==> config.mk <==
export PLATFORM = sky130hd
export DESIGN_NAME = spi_flash_read_seq
export DESIGN_NICKNAME = d
export VERILOG_FILES = /design/src/rtl/spi_flash_read_seq.sv
export SDC_FILE = /design/constraint.sdc
export NUM_CORES = 1
export LEC_CHECK = 0
export BUFFER_PORTS_ARGS = -buffer_cell sky130_fd_sc_hd__clkbuf_2
export CORE_AREA = 2 2 108 110
export CTS_CLUSTER_SIZE = 8
export DETAILED_ROUTE_END_ITERATION = 16
export DIE_AREA = 0 0 110 112
export GPL_TIMING_DRIVEN = 0
export HOLD_SLACK_MARGIN = 0.12
export PLACE_DENSITY = 0.81
export SYNTH_ARGS = -nofsm -noshare
export SYNTH_HDL_FRONTEND = slang
export SYNTH_SLANG_ARGS = --single-unit
==> constraint.sdc <==
create_clock -name iSCLK -period 3.1 [get_ports iSCLK]
set_input_delay 0 -clock iSCLK [delete_from_list [all_inputs] [get_ports iSCLK]]
set_output_delay 0 -clock iSCLK [all_outputs]
set_load 0.02 [all_outputs]
==> src/rtl/spi_flash_read_seq.sv <==
// spi_flash_read_seq
//
// Runs complete SPI flash read transactions on top of a single-byte SPI
// engine. After a start request it drops CS and sends the read command and
// the 24-bit address. It then sends one 0xFF filler byte for each requested
// data byte. Bytes go to the engine one at a time, and each byte received in
// the data phase is streamed back to the requester.
//
// Optional feature macro: SPI_FLASH_FAST_READ_EN
//   defined   -> command 0x0B, then one dummy byte 0x00 after the address.
//                The byte received during the dummy byte is discarded.
//   undefined -> command 0x03, no dummy byte.
//
// Ports:
//   iSCLK       clock (single clock domain)
//   iSRST       synchronous reset, active-high
//   iStart      one-cycle start request, only honoured in IDLE
//   iAddr       24-bit flash byte address, latched on an accepted start
//   iLen        16-bit data byte count, latched on an accepted start
//   oBusy       high while a transaction is in progress
//   oRdData     most recently received data byte
//   oRdVd       one-cycle strobe, oRdData is valid
//   oDone       one-cycle strobe on return to IDLE
//   oWd         byte handed to the engine
//   oSpiEn      engine enable; low lets the engine reload oWd
//   oCsOutCtrl  flash chip select, active-low
//   oDivCke     engine SCK toggle enable
//   iRd         engine receive shift register
//   iSpiIntr    engine byte-complete pulse

module spi_flash_read_seq #(
    parameter int unsigned pDivCnt  = 1,
    parameter int unsigned pCsSetup = 2,
    parameter int unsigned pCsHold  = 2,
    parameter int unsigned pCsHigh  = 4
) (
    input  logic        iSCLK,
    input  logic        iSRST,
    input  logic        iStart,
    input  logic [23:0] iAddr,
    input  logic [15:0] iLen,
    output logic        oBusy,
    output logic [7:0]  oRdData,
    output logic        oRdVd,
    output logic        oDone,
    output logic [7:0]  oWd,
    output logic        oSpiEn,
    output logic        oCsOutCtrl,
    output logic        oDivCke,
    input  logic [7:0]  iRd,
    input  logic        iSpiIntr
);

`ifdef SPI_FLASH_FAST_READ_EN
    localparam logic [7:0]  cCmd    = 8'h0B;
    localparam logic [16:0] cHdrLen = 17'd5;
`else
    localparam logic [7:0]  cCmd    = 8'h03;
    localparam logic [16:0] cHdrLen = 17'd4;
`endif

    localparam logic [15:0] cSetupLast = 16'(pCsSetup - 1);
    localparam logic [15:0] cHoldLast  = 16'(pCsHold - 1);
    localparam logic [15:0] cHighLast  = 16'(pCsHigh - 1);
    localparam logic [7:0]  cDivLast   = 8'(pDivCnt);

    typedef enum logic [2:0] {IDLE, CSSU, LOAD, XFER, CSHLD, CSHI} tState;

    tState       state, stateNext;
    logic [15:0] cnt, cntNext;
    logic [16:0] idx, idxNext;
    logic [23:0] addrReg, addrNext;
    logic [15:0] lenReg, lenNext;
    logic [16:0] lastIdx;
    logic [7:0]  divCnt, divNext;
    logic        doneNext, rdVdNext;
    logic [7:0]  rdDataNext;

    // Index of the final byte of the transaction. It is 17 bits wide so that
    // the largest length plus the header does not wrap.
    assign lastIdx = {1'b0, lenReg} + cHdrLen - 17'd1;

    // Byte sent at a given position: command, address MSB first, an optional
    // dummy byte, then 0xFF fillers that clock the data out of the flash.
    function automatic logic [7:0] seqByte(input logic [16:0] i, input logic [23:0] a);
        logic [7:0] b;
        b = 8'hFF;
        if (i == 17'd0)      b = cCmd;
        else if (i == 17'd1) b = a[23:16];
        else if (i == 17'd2) b = a[15:8];
        else if (i == 17'd3) b = a[7:0];
`ifdef SPI_FLASH_FAST_READ_EN
        else if (i == 17'd4) b = 8'h00;
`endif
        return b;
    endfunction

    always_comb begin
        stateNext  = state;
        cntNext    = cnt;
        idxNext    = idx;
        addrNext   = addrReg;
        lenNext    = lenReg;
        doneNext   = 1'b0;
        rdVdNext   = 1'b0;
        rdDataNext = oRdData;
        case (state)
            IDLE: begin
                if (iStart) begin
                    if (iLen != 16'd0) begin
                        addrNext  = iAddr;
                        lenNext   = iLen;
                        idxNext   = 17'd0;
                        cntNext   = 16'd0;
                        stateNext = CSSU;
                    end else begin
                        doneNext = 1'b1;
                    end
                end
            end
            CSSU: begin
                if (cnt == cSetupLast) begin
                    cntNext   = 16'd0;
                    stateNext = LOAD;
                end else begin
                    cntNext = cnt + 16'd1;
                end
            end
            LOAD: stateNext = XFER;
            XFER: begin
                if (iSpiIntr) begin
                    // Bytes received during the header are don't-care echoes.
                    if (idx >= cHdrLen) begin
                        rdVdNext   = 1'b1;
                        rdDataNext = iRd;
                    end
                    idxNext = idx + 17'd1;
                    if (idx == lastIdx) begin
                        cntNext   = 16'd0;
                        stateNext = CSHLD;
                    end else begin
                        stateNext = LOAD;
                    end
                end
            end
            CSHLD: begin
                if (cnt == cHoldLast) begin
                    cntNext   = 16'd0;
                    stateNext = CSHI;
                end else begin
                    cntNext = cnt + 16'd1;
                end
            end
            CSHI: begin
                if (cnt == cHighLast) begin
                    cntNext   = 16'd0;
                    doneNext  = 1'b1;
                    stateNext = IDLE;
                end else begin
                    cntNext = cnt + 16'd1;
                end
            end
            default: stateNext = IDLE;
        endcase
    end

    // The divider restarts on every byte. It only advances once the
    // registered enable is already high, so count 0 lines up with the first
    // XFER cycle.
    always_comb begin
        divNext = 8'd0;
        if (stateNext == XFER && oSpiEn) begin
            divNext = (divCnt == cDivLast) ? 8'd0 : divCnt + 8'd1;
        end
    end

    // Every output is registered from the next-state decode, so outputs
    // change on the same edge as the state they belong to.
    always_ff @(posedge iSCLK) begin
        if (iSRST) begin
            state      <= IDLE;
            cnt        <= 16'd0;
            idx        <= 17'd0;
            addrReg    <= 24'd0;
            lenReg     <= 16'd0;
            divCnt     <= 8'd0;
            oBusy      <= 1'b0;
            oRdData    <= 8'h00;
            oRdVd      <= 1'b0;
            oDone      <= 1'b0;
            oWd        <= 8'h00;
            oSpiEn     <= 1'b0;
            oCsOutCtrl <= 1'b1;
            oDivCke    <= 1'b0;
        end else begin
            state      <= stateNext;
            cnt        <= cntNext;
            idx        <= idxNext;
            addrReg    <= addrNext;
            lenReg     <= lenNext;
            divCnt     <= divNext;
            oBusy      <= (stateNext != IDLE);
            oRdData    <= rdDataNext;
            oRdVd      <= rdVdNext;
            oDone      <= doneNext;
            if (stateNext == LOAD) begin
                oWd <= seqByte(idxNext, addrNext);
            end
            oSpiEn     <= (stateNext == XFER);
            oCsOutCtrl <= !(stateNext inside {CSSU, LOAD, XFER, CSHLD});
            oDivCke    <= (stateNext == XFER) && (divNext == cDivLast);
        end
    end

endmodule

==> results.yml, run 1 <==
run_status:
  status: "completed"
worst_setup_path:
  worstPathMaxFanout: 8
  worstReg2RegEnd: "cnt[14]"
  worst_path_max_delay_cell: "or4_4"
  endpoint_kind: "flip-flop"
  path_class: "reg -> reg"
  critPathArrivalTime_ps: 3280
  startpoint_type: "flip-flop"
  critPathRequiredTime_ps: 3410
  r2r-start: "lenReg[0]"
  r2r_cells: 10
  critical_path.startpoint: "lenReg[0]"
  path_cells: "inv_1 > ha_4 > or4_4 > a21oi_2 > o2111ai_2 > a2111oi_4 > a31oi_4 > buf_6 > or4_4 > a21oi_2"
  slowest_delay_ps: 540
  reg2reg_slack_ps: 130
clock_tree:
  clockBufferDepth: 2
  cts_buffers: 9
  cts_tree: "built"
  clk_pin_slew_worst_paths_ps: 80
  htree_levels: 3
  insertion_delay_ps: 370
  root_buffer: "clkbuf_16"
  numClockSinks: 106
floorplanning:
  fp.dieArea_um2: 12300
  boundaryPins: 74
  core_um2: 11200
  rows: 39
  die_h_um: 112
  start_util_pct: 50.6
  die_width_um: 110
timing:
  fmax_mhz: 336
  setup_viol: 0
  finalCritPeriodShare_pct: 95.9
  slew_violations: 0
  hold_viol: 0
  clock_skew_ps: 15.5
  tns_ps: 0
  rsz0062_at_grt: "no"
  slew_headroom_pct: 49.9
  worst_pin_slew_ps: 752
  finalCriticalPeriod_ps: 2970
global_routing:
  grt_max_degree: 19
  grt.total_usage_pct: 27.1
  antenna_found_initial: 0
  grt_pass1_vias: 5559
  grt_pass1_wl_um: 26300
  grt_overflow: 0
run:
  cap_viol_max_count: 0
hold_path:
  whs_path_depth: 5
  hp-class: "in -> reg"
  hold_end: "oDone"
  min_from: "iStart"
power:
  intPower_mw: 2.23
  power_switching_uw: 943
  p_seq_share_pct: 46.7
  pwr-share-clk_pct: 35.6
  p_comb_share_pct: 17.6
  power.density_nw_per_um2: 448
  irDropWorstVdd_v: 0.000401
  switching_share_pct: 29.7
  leakagePower_nw: 2.77
logic_synthesis:
  syn_avg_cell_area_um2: 7.67
  syn_inst: 737
  synth_seq_area_share_pct: 37.6
  synth_warnings: 0
  ys.flop_type: "dfxtp_1"
  ys_types: 62
  synth_edf_count: 0
  syn_nets: 796
  netlist_area_um2: 5650
  synth_async_sr_flop_share_pct: 0
  ys_ff_latch: 106
routing:
  vias_per_cell: 5.85
  drt-initial-drc-count: 473
  vias: 5950
  dr.pass1.iters: 5
  wl_per_cell_um: 15.8
  drc: 0
  wl_um: 16000
  antenna_left: 0
placed_design:
  dpl.hpwl_um: 10900
  port_buffers: 72
  gp_congestion: 0.944
  dpl_cell_area_um2: 6190
layout:
  antennaDiodeCount: 0
  stdcell_area_um2: 7090
  nets: 928
  layout-drive-gt1-share_pct: 14.5
  syn_to_final_growth_pct: 25.4
-- synthesized netlist by cell type (3+ instances only) --
cell | count | area share, %
o21ai_1 | 3 | 0.27
ha_1 | 7 | 1.5
nand3b_1 | 4 | 0.53
dfxtp_1 | 106 | 38
nand2b_1 | 6 | 0.66
xnor2_1 | 10 | 1.5
or2_2 | 3 | 0.33
nor3_1 | 14 | 1.2
nand2_1 | 100 | 6.6
o21ai_0 | 19 | 1.7
and3_1 | 11 | 1.2
and4_1 | 6 | 0.93
or4_1 | 3 | 0.40
nand3_1 | 35 | 3.1
o32ai_1 | 7 | 1.1
nor2_1 | 84 | 5.6
or3_1 | 18 | 2.0
xor2_1 | 15 | 2.3
nor2b_1 | 9 | 1.0
nand4b_1 | 4 | 0.62
a221oi_1 | 6 | 0.93
a211oi_1 | 7 | 0.93
a31oi_1 | 3 | 0.33
mux2i_1 | 18 | 3.2
inv_1 | 22 | 1.5
o31ai_1 | 4 | 0.53
o22ai_1 | 7 | 0.77
clkbuf_1 | 47 | 3.1
o2111ai_1 | 3 | 0.47
nand4_1 | 14 | 1.5
o21bai_1 | 3 | 0.40
nor4_1 | 13 | 1.4
a21oi_1 | 75 | 6.6
a21boi_0 | 4 | 0.53
o21a_1 | 8 | 1.1
-- repair_timing --
item,in CTS,in global routing
gates resized for setup,12,22
hold buffers,49,0
buffers inserted,6,0
pin swaps,3,2
endpoints found under the hold margin,50,0
cloned,0,0
setup endpoints to repair,33,32
-- flip-flops by register name, summed over array words and instances (netlist names) --
| register | count |
|---|---|
| addrReg | 24 |
| cnt | 16 |
| divCnt | 8 |
| idx | 17 |
| lenReg | 16 |
| oBusy | 1 |
| oCsOutCtrl | 1 |
| oDivCke | 1 |
| oDone | 1 |
| oRdData | 8 |
| oRdVd | 1 |
| oSpiEn | 1 |
| oWd | 8 |
| state | 3 |
-- stage by stage --
step | setup slack, ps | util [%] | hold WS (ps) | std cells | total power, mW
2_1_floorplan | 63.6 | - | 136 | 737 | 1.81
3_3_place_gp | -424 | 55.4 | 226 | 952 | 1.97
3_5_place_dp | -466 | 55.4 | 229 | 952 | 1.98
4_1_cts | 13.0 | 62.9 | 139 | 1020 | 3.16
5_1_grt | 8.31 | 63.4 | 175 | 1017 | 3.31
6_report | 128 | 63.4 | 148 | 1017 | 3.17
-- final cells by class --
class	instances	area, um2
Fill cell	946	4090
Timing Repair Buffer	127	896
Clock inverter	5	43.8
Tap cell	143	179
Inverter	22	82.6
Clock buffer	11	243
Buffer	45	189
Multi-Input combinational cell	558	3320
Sequential cell	106	2130
-- cells in the final DEF, fill, tap and decap left out, drive strengths merged, types with 8 or more instances in the layout --
master,synthesis,layout
clkbuf,47,125
o21ai,23,23
buf,4,9
nor4,13,13
xnor2,10,10
nand3,35,35
inv,22,25
nor2,84,84
and3,11,11
mux2i,18,18
nand2,100,100
o21a,8,8
dfxtp,106,106
or3,18,18
a21oi,76,76
nor2b,9,9
nand4,15,15
xor2,15,15
nor3,14,14
dlygate4sd3,0,49
-- power by group through the flow --
| stage | clock [mW] | combinational [mW] | sequential [mW] |
|---|---|---|---|
| 2_1_floorplan | 0 | 0.313 | 1.50 |
| 3_3_place_gp | 0 | 0.462 | 1.51 |
| 5_1_grt | 1.21 | 0.615 | 1.49 |
| 6_report | 1.13 | 0.560 | 1.48 |
| 3_5_place_dp | 0 | 0.469 | 1.51 |
| 4_1_cts | 1.15 | 0.534 | 1.48 |
-- worst max-delay path by stage --
stage          slack (ps)       to  cells past startpoint
2_1_floorplan          60  cnt[14]                     12
3_3_place_gp         -420  oDivCke                     11
3_5_place_dp         -470  oDivCke                     11
4_1_cts                10  cnt[14]                     10
5_1_grt                 8   cnt[7]                     10
6_report              130  cnt[14]                     10
-- per-layer routing --
layer  global-route usage, %  vias to the layer above  wire length, um
li1                        -                     2893                -
met1                    33.7                     2819             6840
met2                    44.5                      202             7880
met3                    6.32                       36              907
met4                    11.2                        0              416
met5                       0                        -                0
-- worst max-delay path, delay by kind of cell (launching register included) --
| kind | cells | cell delay (ps) |
|---|---|---|
| compound gates | 5 | 1030 |
| flops | 1 | 380 |
| buf+inv | 2 | 240 |
| fa+ha+maj | 1 | 190 |
| simple gates | 2 | 1050 |
-- logic make-up after synthesis --
family,share of synthesized area (%)
buffers and inverters,5.03
AOI/OAI and AO/OA,19.6
xor gates and xnor gates,3.88
and+or+nand+nor,29.0
DFF,37.6
muxes,3.39
adders and majority gates,1.55
Note: power is estimated with default switching activity, not from simulation.
==> inputs of run 2 (changes only) <==
Settings changed: PLACE_DENSITY 0.81 to 0.74.
==> run 2 against run 1 <==
Routed wire length up 4.9%. Sequential cell count unchanged. Highest routed layer unchanged. Clock power about the same. Setup slack worse by 19 ps. Sequential share of layout area up 0.099 points. Clock skew down 11 ps.
==> results.yml, run 2 (synthesis gave the netlist of run 1 again) <==
hold_path:
  hold_end: "oCsOutCtrl"
  whs_path_depth: 3
  hp-class: "in -> reg"
  min_from: "iSpiIntr"
global_routing:
  grt.total_usage_pct: 28.3
  grt_overflow: 0
  grt_pass1_vias: 5785
  antenna_found_initial: 0
  grt_max_degree: 17
  grt_pass1_wl_um: 27700
timing:
  worst_pin_slew_ps: 659
  fmax_mhz: 334
  finalCriticalPeriod_ps: 2990
  finalCritPeriodShare_pct: 96.5
  slew_violations: 0
  slew_headroom_pct: 55.7
  setup_viol: 0
  hold_viol: 0
  rsz0062_at_grt: "no"
  fin_ws_ps: 108
  clock_skew_ps: 4.98
clock_tree:
  root_buffer: "clkbuf_16"
  clk_pin_slew_worst_paths_ps: 70
  insertion_delay_ps: 350
  cts_tree: "built"
  numClockSinks: 106
  htree_levels: 3
  clockBufferDepth: 2
  cts_buffers: 9
routing:
  wl_per_cell_um: 16.5
  antenna_left: 0
  vias_per_cell: 5.88
  dr.pass1.iters: 5
  top_layer_used: "met4"
  wl_um: 16800
  wl_met3_um: 852
  drc: 0
  route.met2.wl_um: 8850
  drt-initial-drc-count: 326
  wl_met1_um: 6840
  vias: 5981
floorplanning:
  die_h_um: 112
  die_width_um: 110
  fp.dieArea_um2: 12300
  rows: 39
  core_um2: 11200
  start_util_pct: 50.6
  boundaryPins: 74
placed_design:
  dp_cells: 952
  place_ws_ps: -496
  dpl.hpwl_um: 11600
  gp_congestion: 0.958
  dpl_cell_area_um2: 6190
  port_buffers: 72
layout:
  nets: 928
  largestRegisters: "addrReg x24, idx x17"
  antennaDiodeCount: 0
  largest_reg_flops: 24
  multi_input_area_um2: 3310
  layout-drive-gt1-share_pct: 14.2
  layout_common_cells: "100 x nand2_1, 100 x dfxtp_1, 84 x nor2_1"
  stdcell_area_um2: 7070
  seqCellArea_um2: 2130
  top_register: "addrReg"
  fillers: 953
  syn_to_final_growth_pct: 25.1
  fin_cells: 1017
power:
  irDropWorstVdd_v: 0.000303
  p_total_mw: 3.17
  power.density_nw_per_um2: 448
  leakagePower_nw: 2.74
worst_setup_path:
  critPathArrivalTime_ps: 3280
  worstReg2RegEnd: "cnt[14]"
  reg2reg_slack_ps: 110
  critPathRequiredTime_ps: 3390
  worstPathMaxFanout: 8
  endpoint_kind: "flip-flop"
  path_class: "reg -> reg"
  startpoint_type: "flip-flop"
  r2r-start: "lenReg[0]"
  r2r_cells: 11
run:
  cap_viol_max_count: 0
run_status:
  status: "completed"
-- run 2: changes by cell type in the layout (fill, tap and decap cells not counted), sizes merged --
| cell | change |
|---|---|
| dlygate4sd3 | -1 |
| clkbuf | +1 |
| inv | -3 |
| bufinv | +1 |
| clkinv | +1 |
| clkinvlp | +1 |
-- run 2: stage by stage --
stage / util (%) / hold slack [ps] / TNS [ps]
2_1_floorplan: - / 136 / 0
4_1_cts: 62.8 / 156 / 0
3_5_place_dp: 55.4 / 240 / -12900
5_1_grt: 63.3 / 187 / 0
3_3_place_gp: 55.4 / 225 / -10560
6_report: 63.3 / 171 / 0
-- run 2: cell type report --
type | count | share of cell area, %
tap | 143 | 2.53
sequential | 106 | 30.2
clock inverter | 5 | 0.779
buffer | 47 | 2.88
multi-input combinational | 558 | 46.8
inverter | 22 | 1.17
clock buffer | 11 | 3.29
timing repair buffer | 125 | 12.4
-- run 2: worst max-delay path by stage --
stage | start | end | slack, ps | cells after the start
detailed placement | lenReg[0] | oDivCke | -500 | 11
global placement | lenReg[0] | oDivCke | -420 | 11
floorplan | lenReg[0] | cnt[14] | 60 | 12
CTS | lenReg[2] | cnt[14] | 20 | 10
global route | state[1] | oWd[6] | 3 | 11
finish | lenReg[0] | cnt[14] | 110 | 11
-- run 2: per-layer routing --
layer	vias to the layer above	GRT usage, %
li1	2895	-
met1	2847	35.7
met2	213	49.6
met3	26	4.33
met4	0	7.51
met5	-	0
-- run 2: repair_timing --
item,4_1_cts,5_1_grt
gates resized for setup,14,24
cloned,0,1
buffers inserted,3,1
hold buffers,48,0
hold endpoints to repair,48,0
pin swaps,2,1
endpoints found under the setup margin,33,37
-- run 2: critical path, cell delays in order, from the launching register on --
cell	delay [ps]
dfxtp_4	380
inv_1	80
ha_4	190
or4_1	550
a21oi_2	150
o2111ai_2	140
a2111oi_4	290
buf_4	200
a31oi_4	120
buf_6	190
or4_4	510
a21oi_2	140
-- run 2: power breakdown --
group	internal, mW	switching (mW)	total, mW	leakage [nW]
registers	1.42	0.0619	1.49	0.864
logic	0.220	0.335	0.556	1.74
clock network	0.624	0.504	1.13	0.136
total	2.27	0.901	3.17	2.74
==> inputs of run 3 (changes only) <==
Settings changed: RECOVER_POWER set to 50.
==> run 3 against run 2 <==
First-iteration DRC count up 12%. Global-route usage unchanged. Largest cell class unchanged. Sequential cell count unchanged. Clock skew about the same. Non-clock buffer count unchanged. Setup slack worse by 11 ps. Critical path type unchanged. Clock power about the same. Register-to-register slack about the same. Sequential power about the same. Die area unchanged.
==> results.yml, run 3 (synthesis gave the netlist of run 1 again) <==
timing:
  rsz0062_at_grt: "no"
  slew_violations: 0
  finalCriticalPeriod_ps: 3000
  hold_viol: 0
  fmax_mhz: 333
  slew_headroom_pct: 54.2
  worst_pin_slew_ps: 682
  clock_skew_ps: 5.42
  setup_viol: 0
  tns_ps: 0
  whs_ps: 165
  finalCritPeriodShare_pct: 96.9
global_routing:
  grt_overflow: 0
  grt.total_usage_pct: 28.3
  grt_pass1_vias: 5785
  antenna_found_initial: 0
  grt_max_degree: 17
  grt_pass1_wl_um: 27700
routing:
  antenna_left: 0
  wl_per_cell_um: 16.5
  dr.pass1.iters: 5
  wl_um: 16800
  drc: 0
  vias: 5959
  vias_per_cell: 5.86
  drt-initial-drc-count: 365
hold_path:
  whs_path_depth: 2
  hp-class: "in -> reg"
  min_from: "iSRST"
  hold_end: "state[0]"
placed_design:
  gp_congestion: 0.958
  dpl.hpwl_um: 11600
  port_buffers: 72
  dpl_cell_area_um2: 6190
layout:
  largest_reg_flops: 24
  fillers: 964
  layout-drive-gt1-share_pct: 11.4
  syn_to_final_growth_pct: 24.6
  layout_common_cells: "100 x nand2_1, 100 x dfxtp_1, 84 x nor2_1"
  stdcell_area_um2: 7040
  top_register: "addrReg"
  largestRegisters: "addrReg x24, idx x17"
  antennaDiodeCount: 0
  nets: 928
run_status:
  status: "completed"
floorplanning:
  fp.dieArea_um2: 12300
  die_h_um: 112
  start_util_pct: 50.6
  boundaryPins: 74
  rows: 39
  core_um2: 11200
  die_width_um: 110
worst_setup_path:
  critPathArrivalTime_ps: 3290
  r2r-start: "lenReg[0]"
  path_class: "reg -> reg"
  r2r_cells: 11
  endpoint_kind: "flip-flop"
  startpoint_type: "flip-flop"
  worstPathMaxFanout: 8
  worstReg2RegEnd: "cnt[14]"
  reg2reg_slack_ps: 100
  critPathRequiredTime_ps: 3390
clock_tree:
  htree_levels: 3
  numClockSinks: 106
  clockBufferDepth: 2
  insertion_delay_ps: 350
  cts_buffers: 9
  cts_tree: "built"
  clk_pin_slew_worst_paths_ps: 70
  root_buffer: "clkbuf_16"
run:
  cap_viol_max_count: 0
power:
  power.density_nw_per_um2: 450
  leakagePower_nw: 2.66
  irDropWorstVdd_v: 0.000302
-- run 3: critical path, cell delays in order (launching register included) --
cell,delay [ps]
dfxtp_4,380
inv_1,80
ha_4,190
or4_1,530
a21oi_1,160
o2111ai_2,150
a2111oi_4,290
buf_4,200
a31oi_4,120
buf_6,190
or4_4,510
a21oi_2,140
-- run 3: cell type report --
cell class | count | area [um2] | area share, %
multi-input cells | 558 | 3300 | 46.9
flip-flops and latches | 106 | 2130 | 30.3
repair buffers | 125 | 847 | 12.0
clock buffers | 11 | 233 | 3.31
plain buffers | 47 | 204 | 2.90
well taps | 143 | 179 | 2.54
inverters | 22 | 82.6 | 1.17
clock inverters | 5 | 55.1 | 0.782
-- run 3: metal layers --
metal / routed length, um / GRT usage, %
met3: 889 / 4.33
met5: 0 / 0
met2: 8900 / 49.6
met1: 6800 / 35.7
met4: 217 / 7.51
-- run 3: stage by stage --
stage / power [mW] / util [%] / setup slack, ps / instances
2_1_floorplan: 1.81 / - / 63.6 / 737
3_3_place_gp: 1.97 / 55.4 / -419 / 952
3_5_place_dp: 1.98 / 55.4 / -496 / 952
4_1_cts: 3.14 / 62.8 / 15.6 / 1017
5_1_grt: 3.30 / 63.0 / 2.60 / 1017
6_report: 3.17 / 63.0 / 97.6 / 1017
-- run 3: where the power goes --
| group | switching, mW | internal, mW | total, mW |
|---|---|---|---|
| combinational | 0.335 | 0.217 | 0.552 |
| sequential | 0.0613 | 1.42 | 1.48 |
| clock | 0.504 | 0.624 | 1.13 |
-- run 3: worst max-delay path by stage --
stage          slack (ps)      end      start
6_report              100  cnt[14]  lenReg[0]
4_1_cts                20  cnt[14]  lenReg[2]
3_5_place_dp         -500  oDivCke  lenReg[0]
2_1_floorplan          60  cnt[14]  lenReg[0]
3_3_place_gp         -420  oDivCke  lenReg[0]
5_1_grt                 3   oWd[6]   state[1]
-- run 3: what timing repair did --
action,4_1_cts,5_1_grt
setup endpoints to repair,33,37
gates resized for setup,14,24
gates cloned,0,1
endpoints found under the hold margin,48,0
pin swaps,2,1
hold buffers,48,0
setup buffers,3,1
